<file path="src/rtl/approx_adder_pipe.sv">
// Pipelined adder with per-op exact / lower-part-constant approximate mode.
// Upper carry chain is cut into PIPE_STAGES segments, carry held in sum bit WIDTH.
module approx_adder_pipe #(
   parameter int WIDTH       = 32,
   parameter int APPROX_BITS = 8,
   parameter int PIPE_STAGES = 2,
   parameter int CNT_WIDTH   = 16
) (
   input  logic                 clk,
   input  logic                 rst_n,
   input  logic                 in_valid,
   output logic                 in_ready,
   input  logic [WIDTH-1:0]     in_a,
   input  logic [WIDTH-1:0]     in_b,
   input  logic                 in_mode,
   output logic                 out_valid,
   input  logic                 out_ready,
   output logic [WIDTH:0]       out_sum,
   output logic                 out_mode,
   input  logic                 cnt_clr,
   output logic [CNT_WIDTH-1:0] approx_cnt
);

   localparam int K   = APPROX_BITS;
   localparam int SEG = (WIDTH + PIPE_STAGES - 1) / PIPE_STAGES;

   if (APPROX_BITS < 0 || APPROX_BITS > WIDTH - 3) begin : g_bad_approx
      $error("approx_adder_pipe: APPROX_BITS must be in 0..WIDTH-3");
   end
   if (PIPE_STAGES < 1 || PIPE_STAGES > 4) begin : g_bad_stages
      $error("approx_adder_pipe: PIPE_STAGES must be in 1..4");
   end
   if (CNT_WIDTH < 1) begin : g_bad_cnt
      $error("approx_adder_pipe: CNT_WIDTH must be at least 1");
   end

   // Ripple bits lo..hi; carry enters and leaves through acc[WIDTH].
   function automatic logic [WIDTH:0] seg_add(input logic [WIDTH-1:0] a,
                                              input logic [WIDTH-1:0] b,
                                              input logic [WIDTH:0]   acc,
                                              input int               lo,
                                              input int               hi);
      logic [WIDTH:0] r;
      logic           c;
      r = acc;
      c = acc[WIDTH];
      for (int i = 0; i < WIDTH; i++) begin
         if (i >= lo && i <= hi) begin
            r[i] = acc[i] | (a[i] ^ b[i] ^ c);
            c    = (a[i] & b[i]) | (c & (a[i] ^ b[i]));
         end
      end
      r[WIDTH] = c;
      return r;
   endfunction

   function automatic logic [CNT_WIDTH-1:0] sat_inc(input logic [CNT_WIDTH-1:0] v);
      return (&v) ? v : v + 1'b1;
   endfunction

   logic                 en;
   logic                 accept;
   logic [WIDTH-1:0]     pa;
   logic [WIDTH-1:0]     pb;
   logic [WIDTH:0]       acc0;

   logic [WIDTH-1:0]     a_s     [PIPE_STAGES];
   logic [WIDTH-1:0]     b_s     [PIPE_STAGES];
   logic [WIDTH:0]       acc_s   [PIPE_STAGES];
   logic                 mode_s  [PIPE_STAGES];
   logic                 vld_s   [PIPE_STAGES];
   logic [WIDTH:0]       nxt_acc [PIPE_STAGES];

   logic [WIDTH-1:0]     a_p     [PIPE_STAGES];
   logic [WIDTH-1:0]     b_p     [PIPE_STAGES];
   logic [WIDTH:0]       sum_p   [PIPE_STAGES];
   logic                 mode_p  [PIPE_STAGES];
   logic                 vld_p   [PIPE_STAGES];

   assign en        = !vld_p[PIPE_STAGES-1] || out_ready;
   assign in_ready  = en;
   assign accept    = in_valid && en;
   assign out_valid = vld_p[PIPE_STAGES-1];
   assign out_sum   = sum_p[PIPE_STAGES-1];
   assign out_mode  = mode_p[PIPE_STAGES-1];

   // Approx mode rewrites the low K+2 operand bits so the plain adder yields
   // ones below K, a|b at K, zero at K+1 and carry c into K+2; a&b at K+1 is
   // pre-seeded in the accumulator and OR-ed in.
   always_comb begin
      pa   = in_a;
      pb   = in_b;
      acc0 = '0;
      if (in_mode) begin
         for (int i = 0; i < K; i++) begin
            pa[i] = 1'b1;
            pb[i] = 1'b0;
         end
         pa[K]     = in_a[K] | in_b[K];
         pb[K]     = 1'b0;
         pa[K+1]   = in_a[K+1] & in_b[K+1];
         pb[K+1]   = in_a[K+1] & in_b[K+1];
         acc0[K+1] = in_a[K] & in_b[K];
      end
   end

   always_comb begin
      a_s[0]    = pa;
      b_s[0]    = pb;
      acc_s[0]  = acc0;
      mode_s[0] = in_mode;
      vld_s[0]  = in_valid;
      for (int s = 1; s < PIPE_STAGES; s++) begin
         a_s[s]    = a_p[s-1];
         b_s[s]    = b_p[s-1];
         acc_s[s]  = sum_p[s-1];
         mode_s[s] = mode_p[s-1];
         vld_s[s]  = vld_p[s-1];
      end
   end

   always_comb begin
      for (int s = 0; s < PIPE_STAGES; s++) begin
         nxt_acc[s] = seg_add(a_s[s], b_s[s], acc_s[s], s * SEG, (s + 1) * SEG - 1);
      end
   end

   // Stage registers: control plus the visible result, all frozen when !en.
   always_ff @(posedge clk or negedge rst_n) begin
      if (!rst_n) begin
         for (int s = 0; s < PIPE_STAGES; s++) begin
            vld_p[s]  <= 1'b0;
            mode_p[s] <= 1'b0;
            sum_p[s]  <= '0;
         end
         approx_cnt <= '0;
      end else begin
         if (cnt_clr) begin
            approx_cnt <= '0;
         end else if (accept && in_mode) begin
            approx_cnt <= sat_inc(approx_cnt);
         end
         if (en) begin
            for (int s = 0; s < PIPE_STAGES; s++) begin
               vld_p[s]  <= vld_s[s];
               mode_p[s] <= mode_s[s];
               sum_p[s]  <= nxt_acc[s];
            end
         end
      end
   end

   // Delayed operand bits for the segments still to be added.
   always_ff @(posedge clk) begin
      if (en) begin
         for (int s = 0; s < PIPE_STAGES; s++) begin
            a_p[s] <= a_s[s];
            b_p[s] <= b_s[s];
         end
      end
   end

endmodule

</file>
<file path="config.mk">
export PLATFORM = sky130hd
export DESIGN_NAME = approx_adder_pipe
export DESIGN_NICKNAME = d
export VERILOG_FILES = /design/src/rtl/approx_adder_pipe.sv
export SDC_FILE = /design/constraint.sdc
export NUM_CORES = 1
export LEC_CHECK = 0
export BUFFER_PORTS_ARGS = -buffer_cell sky130_fd_sc_hd__buf_4
export CORE_AREA = 8 8 112 114
export CTS_CLUSTER_DIAMETER = 40
export CTS_CLUSTER_SIZE = 12
export DETAILED_ROUTE_END_ITERATION = 7
export DIE_AREA = 0 0 120 122
export GPL_TIMING_DRIVEN = 1
export HOLD_SLACK_MARGIN = 0.05
export PLACE_DENSITY = 0.65
export REMOVE_ABC_BUFFERS = 1
export SYNTH_ARGS = -nofsm -noshare
export SYNTH_HDL_FRONTEND = slang
export SYNTH_SLANG_ARGS = --single-unit
</file>
<file path="constraint.sdc">
create_clock -name clk -period 9.9 [get_ports clk]
set_clock_uncertainty 0.05 [all_clocks]
set_input_delay 0 -clock clk [delete_from_list [all_inputs] [get_ports clk]]
set_output_delay 0 -clock clk [all_outputs]
set_load 0.02 [all_outputs]
</file>
==> results of run 1 <==
registers in the layout (all words and copies together), names as in the netlist:
signal and cells:
mode_p 1, vld_p 1, b_p 16, out_valid 1, acc_s 17, approx_cnt 16, out_sum 33, a_p 16
out_mode 1
cell families after synthesis:
group | share of synthesized area
simple gates | 0.194
compound gates | 0.0551
buf+inv | 0.0309
flops | 0.577
fa+ha+maj | 0.137
mux | 0.00559
layout make-up:
cell class | instances | area, um^2 | area share
Clock inverter | 6 | 51.3 | 0.00786
Clock buffer | 10 | 138 | 0.0211
Sequential cell | 102 | 2710 | 0.415
Inverter | 17 | 66.3 | 0.0102
Tap cell | 140 | 175 | 0.0268
Timing Repair Buffer | 184 | 1530 | 0.235
Multi-Input combinational cell | 274 | 1850 | 0.284
routing by layer:
| layer | global-route usage | routed length (um) | vias to the layer above |
|---|---|---|---|
| met1 | 0.178 | 4420 | 1627 |
| met2 | 0.261 | 5230 | 96 |
| met3 | 0.0541 | 869 | 12 |
| met5 | 0 | 0 | - |
| li1 | - | - | 1706 |
| met4 | 0.0562 | 142 | 0 |
worst max-delay path, stage by stage, from the launching register on:
cell     delay, ns
dfrtp_1       0.40
inv_1         0.08
fa_1          0.16
inv_1         0.04
fa_1          0.37
fa_1          0.38
fa_1          0.41
fa_1          0.40
fa_1          0.40
fa_1          0.39
fa_1          0.39
fa_1          0.39
fa_1          0.41
fa_1          0.40
fa_1          0.40
fa_1          0.41
fa_1          0.40
fa_1          0.37
inv_1         0.08
fa_1          0.40
a21oi_1       0.13
per-stage QoR:
step	util	setup slack, ns
floorplan	-	3.28
global placement	0.536	3.05
detailed placement	0.536	3.03
CTS	0.610	2.97
global route	0.610	2.66
finish	0.610	2.94
report_power, final:
part / total [mW] / leakage (nW) / internal (mW) / switching (mW)
registers: 0.556 / 1.18 / 0.512 / 0.0441
clock network: 0.251 / 0.0943 / 0.102 / 0.149
logic: 0.318 / 1.72 / 0.146 / 0.173
worst paths after layout:
check | start | end | slack [ns]
min in group asynchronous | rst_n | out_sum[1]$_DFFE_PN0N_ | 0.23
hold / removal | in_a[3] | acc_s[3]$_DFFE_PN0N_ | 0.09
hold reg to reg | vld_p[1]$_DFFE_PN0N_ | out_valid$_DFFE_PN0N_ | 0.41
max in group asynchronous | rst_n | approx_cnt[10]$_DFFE_PN0P_ | 8.99
setup / recovery | acc_s[32]$_DFFE_PN0N_ | out_sum[31]$_DFFE_PN0N_ | 2.94
setup reg to reg | acc_s[32]$_DFFE_PN0N_ | out_sum[31]$_DFFE_PN0N_ | 2.94
cell usage in the layout (no fill, tap or decap), types with 3 or more instances in the layout:
master	n
inv_1	16
or4_1	9
dfrtp_1	70
inv_6	4
clkbuf_8	10
edfxtp_1	32
nand2_1	123
fa_1	31
a21oi_1	29
nor2_1	22
o21ai_0	5
nand4_1	3
nor2b_1	3
nand3_1	3
nand2b_1	9
o31ai_1	9
buf_4	123
dlygate4sd3_1	61
==> impl_metrics.yaml, run 1 <==
clock_tree:
  cts_tree: "built"
  clk_latency_ns: 0.37
  cts.path.max_buffers: 2
  postCtsSetupBuffers: 0
  cts_resized: 0
  clk_pin_slew_ns: 0.11
  cts-root-buf: "clkbuf_8"
  cts_max_level: 3
  numCtsBuffers: 9
  holdBufCountCts: 61
  cts.sinks: 102
worst_setup_path:
  critical_path_arrival_ns: 7.20
  path_class: "reg -> reg"
  cp_max_fo: 2
  worstSetupEndpointType: "flip-flop"
  worstSetupStartpointType: "flip-flop"
  required_ns: 10.14
  ff2ff_path_depth: 20
worst_hold_path:
  min_path_type: "in -> reg"
  whs_path_depth: 4
cells_and_area:
  areaGrowthSynthToFinish_pct: 38.9
  fill_cells: 877
  fin_nets: 691
  fin_cells: 733
  postLayoutCellArea_um2: 6530
  layout-drive-gt1-share: 0.260
  num_antenna_cells: 0
floorplan:
  coreArea_um2: 10700
  boundaryPins: 122
  die_h_um: 122
  rows: 38
  dieArea_um2: 14600
  initial_core_util: 0.440
  die_width_um: 120
sta:
  tightest_slew_ns: 1.08
  min_period_over_period: 0.703
  slew_violations: 0
  min_period_ns: 6.96
  timing.fmax_mhz: 144
  fin_tns_setup_ns: 0
  setup_violations: 0
  slew_headroom: 0.279
  finalHoldViolCount: 0
  rsz0062_at_grt: "false"
  holdWs_ns: 0.0852
logic_synthesis:
  synth.cell_area_um2: 4700
  synth_area_leaders: "dfrtp_1, edfxtp_1, fa_1"
  synth.most_common_cell: "nand2_1"
  ys_seq_area_frac: 0.577
  ys_ff_latch: 102
  synth.avg_cell_area_um2: 11.4
  yosys.area.top_type_share: 0.373
  synthFlopType: "dfrtp_1"
  syn_inst: 411
  synth_top_area_cell: "dfrtp_1"
  synth-warning-count: 0
  synth_edf_count: 32
  async_flop_share: 0.686
  netlist_top_cells_count: "nand2_1, dfrtp_1, edfxtp_1, fa_1, a21oi_1"
  synth_cell_types: 42
job:
  drv_cap: 0
power_and_ir_drop:
  p_leak_nw: 3.00
  powerDensity_nw_per_um2: 172
  vdd_drop_max_v: 0.000107
  finalPower_mw: 1.13
outcome:
  status: "complete, no violations"
drt:
  routed_wl_um: 10700
  vias: 3441
  ant_nets: 0
  first_iter_violations: 216
  wl_per_cell_um: 14.6
  drc: 0
  avgViaCountPerCell: 4.69
  firstDrtPassIters: 4
global_route:
  grtUsageTotal: 0.154
  grt_pass1_vias: 3700
  grt_first_pass_wirelength_um: 18200
  overflow: 0
  grt_antenna_before_repair: 0
  grt_max_degree: 103
place:
  routabilityCongestion: 0.761
  dp_hpwl_um: 6980
  placed_cells: 656
  portBuffers: 121
  placed_cell_area_um2: 5730
(Power assumes the default switching activity.)
==> run 2: changes to the inputs <==
ABC_AREA = 1   (was not set)
CORE_AREA = 8 8 113 115   (was 8 8 112 114)
DIE_AREA = 0 0 121 123   (was 0 0 120 122)
PLACE_DENSITY = 0.68   (was 0.65)
clock period = 6.2 ns   (was 9.9 ns; I/O delays follow)
==> run 2 against run 1 <==
  * The run now ends with negative setup slack left
  * Count of clock-buffer cells in the layout rose by 1
  * Via count up 6.6%
  * Area after synthesis grew 3.0%
  * Global-route usage rose by 0.33 points
  * Utilization decreased by 0.83 points
  * Flip-flop and latch count unchanged
  * Combinational power increased by 63%
  * Critical endpoint unchanged
==> impl_metrics.yaml, run 2 <==
floorplan:
  coreArea_um2: 11100
  dieArea_um2: 14900
  rows: 39
  boundaryPins: 122
  initial_core_util: 0.437
  die_width_um: 121
  die_h_um: 123
clock_tree:
  cts.path.max_buffers: 2
  cts_max_level: 3
  cts.sinks: 102
  clk_latency_ns: 0.34
  postCtsSetupBuffers: 0
  numCtsBuffers: 9
  clk_pin_slew_ns: 0.07
  cts_tree: "built"
  cts-root-buf: "clkbuf_16"
sta:
  setup_violations: 1
  holdWs_ns: 0.0639
  rsz0062_at_grt: "true"
  timing.fmax_mhz: 159
  min_period_over_period: 1.02
  slew_violations: 0
  finalHoldViolCount: 0
  slew_headroom: 0.408
  layout_setup_ws_ns: -0.0985
  tightest_slew_ns: 0.888
  min_period_ns: 6.30
drt:
  vias: 3667
  routed_wl_um: 11200
  firstDrtPassIters: 6
  first_iter_violations: 214
  drc: 0
  ant_nets: 0
  wl_per_cell_um: 14.3
  avgViaCountPerCell: 4.70
logic_synthesis:
  ys_ff_latch: 102
  synth.most_common_cell: "nand2_1"
  synth.avg_cell_area_um2: 10.4
  ys_seq_area_frac: 0.560
  synth-warning-count: 0
  synth_area_leaders: "dfrtp_1, edfxtp_1, fa_1"
  async_flop_share: 0.686
  synth_top_area_cell: "dfrtp_1"
  synth_edf_count: 32
  netlist_top_cells_count: "nand2_1, dfrtp_1, inv_1, o21ai_0, edfxtp_1"
  syn_inst: 466
  synth.cell_area_um2: 4840
  synthFlopType: "dfrtp_1"
  synth_cell_types: 28
  yosys.area.top_type_share: 0.362
power_and_ir_drop:
  finalPower_mw: 1.93
  p_leak_nw: 3.08
  vdd_drop_max_v: 0.000164
  powerDensity_nw_per_um2: 290
worst_setup_path:
  path_class: "reg -> reg"
  worstSetupEndpointType: "flip-flop"
  critical_path_arrival_ns: 6.51
  cp_max_fo: 1
  required_ns: 6.41
  worstSetupStartpointType: "flip-flop"
cells_and_area:
  fin_nets: 736
  utilization: 0.602
  postLayoutCellArea_um2: 6670
  areaGrowthSynthToFinish_pct: 37.6
  mostFrequentLayoutCell: "nand2_1"
  final_cell_mix: "nand2_1, buf_4, dfrtp_1"
  layout-drive-gt1-share: 0.288
  num_antenna_cells: 0
  largest_register_ffs: 33
global_route:
  overflow: 0
  grt_pass1_vias: 3920
  grt_antenna_before_repair: 0
  grt_max_degree: 71
  grt_first_pass_wirelength_um: 18600
  grtUsageTotal: 0.157
place:
  portBuffers: 121
  routabilityCongestion: 0.781
  placed_cell_area_um2: 5870
  dp_hpwl_um: 7770
worst_hold_path:
  min_path_type: "in -> reg"
outcome:
  violations: "negative setup slack"
  status: "finished, violations left"
job:
  drv_cap: 0
[run 2: worst paths after layout]
check	from	endpoint	slack [ns]	cells past startpoint
min in group asynchronous	rst_n	out_sum[6]$_DFFE_PN0N_	0.28	2
max reg2reg	a_p[0][16]$_DFFE_PN_	out_sum[31]$_DFFE_PN0N_	-0.1	20
max	a_p[0][16]$_DFFE_PN_	out_sum[31]$_DFFE_PN0N_	-0.1	20
min reg2reg	vld_p[1]$_DFFE_PN0N_	out_valid$_DFFE_PN0N_	0.41	2
min	in_b[6]	acc_s[6]$_DFFE_PN0N_	0.06	4
max in group asynchronous	rst_n	approx_cnt[8]$_DFFE_PN0P_	5.25	2
[run 2: worst max-delay path, cell delays in order, from the launching register on]
cell and delay (ns):
edfxtp_1 0.39, inv_2 0.07, fa_1 0.15, inv_1 0.06
fa_2 0.33, fa_2 0.34, fa_2 0.35, fa_2 0.35
fa_2 0.35, fa_2 0.36, fa_2 0.35, fa_2 0.36
fa_2 0.35, fa_2 0.35, fa_2 0.35, fa_2 0.35
fa_2 0.35, fa_2 0.34, inv_2 0.07, fa_2 0.42
o21ai_1 0.13
[run 2: area by class of cell]
| cell class | instances | area (um^2) |
|---|---|---|
| fillers | 915 | 4410 |
| flip-flops and latches | 102 | 2710 |
| multi-input cells | 302 | 1920 |
| repair buffers | 172 | 1410 |
| clock buffers | 11 | 233 |
| well taps | 143 | 179 |
| inverters | 46 | 174 |
| clock inverters | 5 | 36.3 |
[run 2: cell families (layout without fill, tap and decap cells)]
| family | after synthesis | after routing | share of synthesized area |
|---|---|---|---|
| DFF | 102 | 102 | 0.560 |
| buffers and inverters | 62 | 234 | 0.0542 |
| xor gates and xnor gates | 3 | 3 | 0.00542 |
| AOI/OAI and AO/OA | 50 | 50 | 0.0607 |
| and+or+nand+nor | 216 | 216 | 0.186 |
| adders and majority gates | 33 | 33 | 0.133 |
[run 2: metal layers]
layer	vias up	track usage	share of wire
li1	1806	-	-
met1	1733	0.181	0.42
met2	116	0.263	0.48
met3	12	0.0648	0.089
met4	0	0.0515	0.014
met5	-	0	0
[run 2: report_power, final]
group,total [mW],internal (mW),switching (mW)
Sequential,0.895,0.821,0.0739
Clock,0.520,0.273,0.247
Combinational,0.517,0.232,0.285
Total,1.93,1.33,0.605
[run 2: timing repair]
action                                  in CTS  in global routing
gates resized for setup                     15                  8
endpoints found under the hold margin      113                  0
endpoints found under the setup margin       4                  3
cloned                                       0                  0
pin swaps                                    1                  1
hold buffers                                48                  0
[run 2: through the flow]
stage / TNS, ns / std cells / setup slack (ns)
after floorplan: -0.737 / 450 / -0.440
after global routing: -0.309 / 781 / -0.272
after CTS: -0.209 / 781 / -0.209
after global placement: -1.30 / 717 / -0.654
after detailed placement: -1.72 / 717 / -0.793
final: -0.0985 / 781 / -0.0985
==> run 3: changes to the inputs <==
GPL_ROUTABILITY_DRIVEN = 0   (was not set)
SKIP_CTS_REPAIR_TIMING = 1   (was not set)
==> run 3 against run 2 <==
  * The run ends with negative hold slack, negative setup slack left
  * Critical path depth unchanged
  * Maximum frequency decreased by 0.46%
  * Utilization decreased by 0.45 points
  * Critical path type unchanged
==> impl_metrics.yaml, run 3 (synthesized netlist as in run 2, its figures left out) <==
outcome:
  status: "finished, violations left"
  violations: "negative hold slack, negative setup slack"
sta:
  layout_setup_ws_ns: -0.128
  slew_headroom: 0.408
  rsz0062_at_grt: "true"
  holdWs_ns: -0.00954
  finalHoldViolCount: 1
  min_period_ns: 6.33
  setup_violations: 1
  timing.fmax_mhz: 158
  slew_violations: 0
  tightest_slew_ns: 0.888
  min_period_over_period: 1.02
cells_and_area:
  areaGrowthSynthToFinish_pct: 36.6
  postLayoutCellArea_um2: 6620
  final_cell_mix: "nand2_1, buf_4, dfrtp_1"
  largest_register_ffs: 33
  fill_cells: 918
  layout-drive-gt1-share: 0.284
  num_antenna_cells: 0
  mostFrequentLayoutCell: "nand2_1"
  fin_nets: 732
drt:
  first_iter_violations: 232
  firstDrtPassIters: 4
  wl_per_cell_um: 14.3
  drc: 0
  routed_wl_um: 11100
  vias: 3649
  avgViaCountPerCell: 4.70
  ant_nets: 0
global_route:
  grtUsageTotal: 0.148
  grt_pass1_vias: 3677
  overflow: 0
  grt_max_degree: 71
  grt_first_pass_wirelength_um: 17500
  grt_antenna_before_repair: 0
worst_setup_path:
  crit_family: "adder cells"
  required_ns: 6.41
  timing.rr.end: "out_sum[31]$_DFFE_PN0N_"
  path_class: "reg -> reg"
  cp_max_fo: 1
  ff2ff_path_depth: 20
  crit_buf_inv: 3
  worstSetupStartpointType: "flip-flop"
  rrSetupSlack_ns: -0.13
  cp_slowest_stage_delay_ns: 0.42
  r2r_start: "a_p[0][16]$_DFFE_PN_"
  critPathSlowestCell: "fa_2"
  crit_chain: "inv_2 -> fa_1 -> inv_1 -> fa_2 -> fa_2 -> fa_2 -> fa_2 -> fa_2 -> fa_2 -> fa_2 -> fa_2 -> fa_2 -> fa_2 -> fa_2 -> fa_2 -> fa_2 -> fa_2 -> inv_2 -> fa_2 -> o21ai_1"
  critical_path_arrival_ns: 6.54
  crit_path_frequent_cell: "fa_2"
  worstSetupEndpointType: "flip-flop"
worst_hold_path:
  whs_path_depth: 4
  worstHoldStart: "in_b[14]"
  min_path_type: "in -> reg"
  min_to: "acc_s[14]$_DFFE_PN0N_"
clock_tree:
  cts.sinks: 102
  cts.path.max_buffers: 2
  cts_tree: "built"
  clk_latency_ns: 0.34
  numCtsBuffers: 9
  cts_max_level: 3
  cts-root-buf: "clkbuf_16"
  clk_pin_slew_ns: 0.07
job:
  drv_cap: 0
power_and_ir_drop:
  p_leak_nw: 3.07
  finalPower_mw: 1.92
  powerDensity_nw_per_um2: 291
  vdd_drop_max_v: 0.000160
place:
  pre_cts_ws_ns: -0.793
  portBuffers: 121
  dp_hpwl_um: 7770
  placed_cell_area_um2: 5870
floorplan:
  dieArea_um2: 14900
  initial_core_util: 0.437
  coreArea_um2: 11100
  boundaryPins: 122
  die_width_um: 121
  rows: 39
  die_h_um: 123
## run 3: changes by cell type in the layout (fill, tap and decap cells not counted)
| cell | before | now |
|---|---|---|
| fa_1 | 12 | 16 |
| fa_2 | 19 | 15 |
| dlygate4sd3_1 | 48 | 44 |
## run 3: how the worst max path moves through the flow
stage,startpoint,cells past startpoint,endpoint
finish,a_p[0][16]$_DFFE_PN_,20,out_sum[31]$_DFFE_PN0N_
global route,acc_s[32]$_DFFE_PN0N_,20,out_sum[31]$_DFFE_PN0N_
CTS,acc_s[32]$_DFFE_PN0N_,20,out_sum[31]$_DFFE_PN0N_
detailed placement,acc_s[32]$_DFFE_PN0N_,20,out_sum[31]$_DFFE_PN0N_
global placement,acc_s[32]$_DFFE_PN0N_,20,out_sum[31]$_DFFE_PN0N_
floorplan,acc_s[32]$_DFFE_PN0N_,20,out_sum[31]$_DFFE_PN0N_
## run 3: report_power, final
group / switching (mW) / internal [mW] / leakage (nW)
Clock: 0.245 / 0.273 / 0.122
Sequential: 0.0732 / 0.821 / 1.19
Combinational: 0.284 / 0.227 / 1.75
## run 3: layer usage
metal	part of all wire	track usage	up-vias
li1	-	-	1797
met1	0.42	0.175	1730
met2	0.48	0.241	110
met3	0.086	0.0580	12
met4	0.014	0.0507	0
met5	0	0	-
## run 3: through the flow
| step | setup TNS [ns] | hold WS (ns) | instances | utilization |
|---|---|---|---|---|
| 3_5_place_dp | -1.72 | 0.129 | 717 | 0.530 |
| 5_1_grt | -0.369 | 0.0483 | 777 | 0.597 |
| 4_1_cts | -1.79 | -0.237 | 733 | 0.554 |
| 2_1_floorplan | -0.737 | -0.346 | 450 | - |
| 6_report | -0.128 | -0.00954 | 777 | 0.597 |
| 3_3_place_gp | -1.30 | 0.125 | 717 | 0.530 |
## run 3: cell type report
class / count / area, um^2 / share of cell area
Multi-Input combinational cell: 302 / 1910 / 0.289
Clock inverter: 5 / 36.3 / 0.00548
Clock buffer: 11 / 233 / 0.0352
Inverter: 46 / 174 / 0.0263
Sequential cell: 102 / 2710 / 0.410
Tap cell: 143 / 179 / 0.0270
Timing Repair Buffer: 168 / 1370 / 0.207
## run 3: tightest hold or removal path, cell delays in order
cell	delay, ns
buf_4	0.09
fa_1	0.15
nand2_1	0.05
o21ai_0	0.06
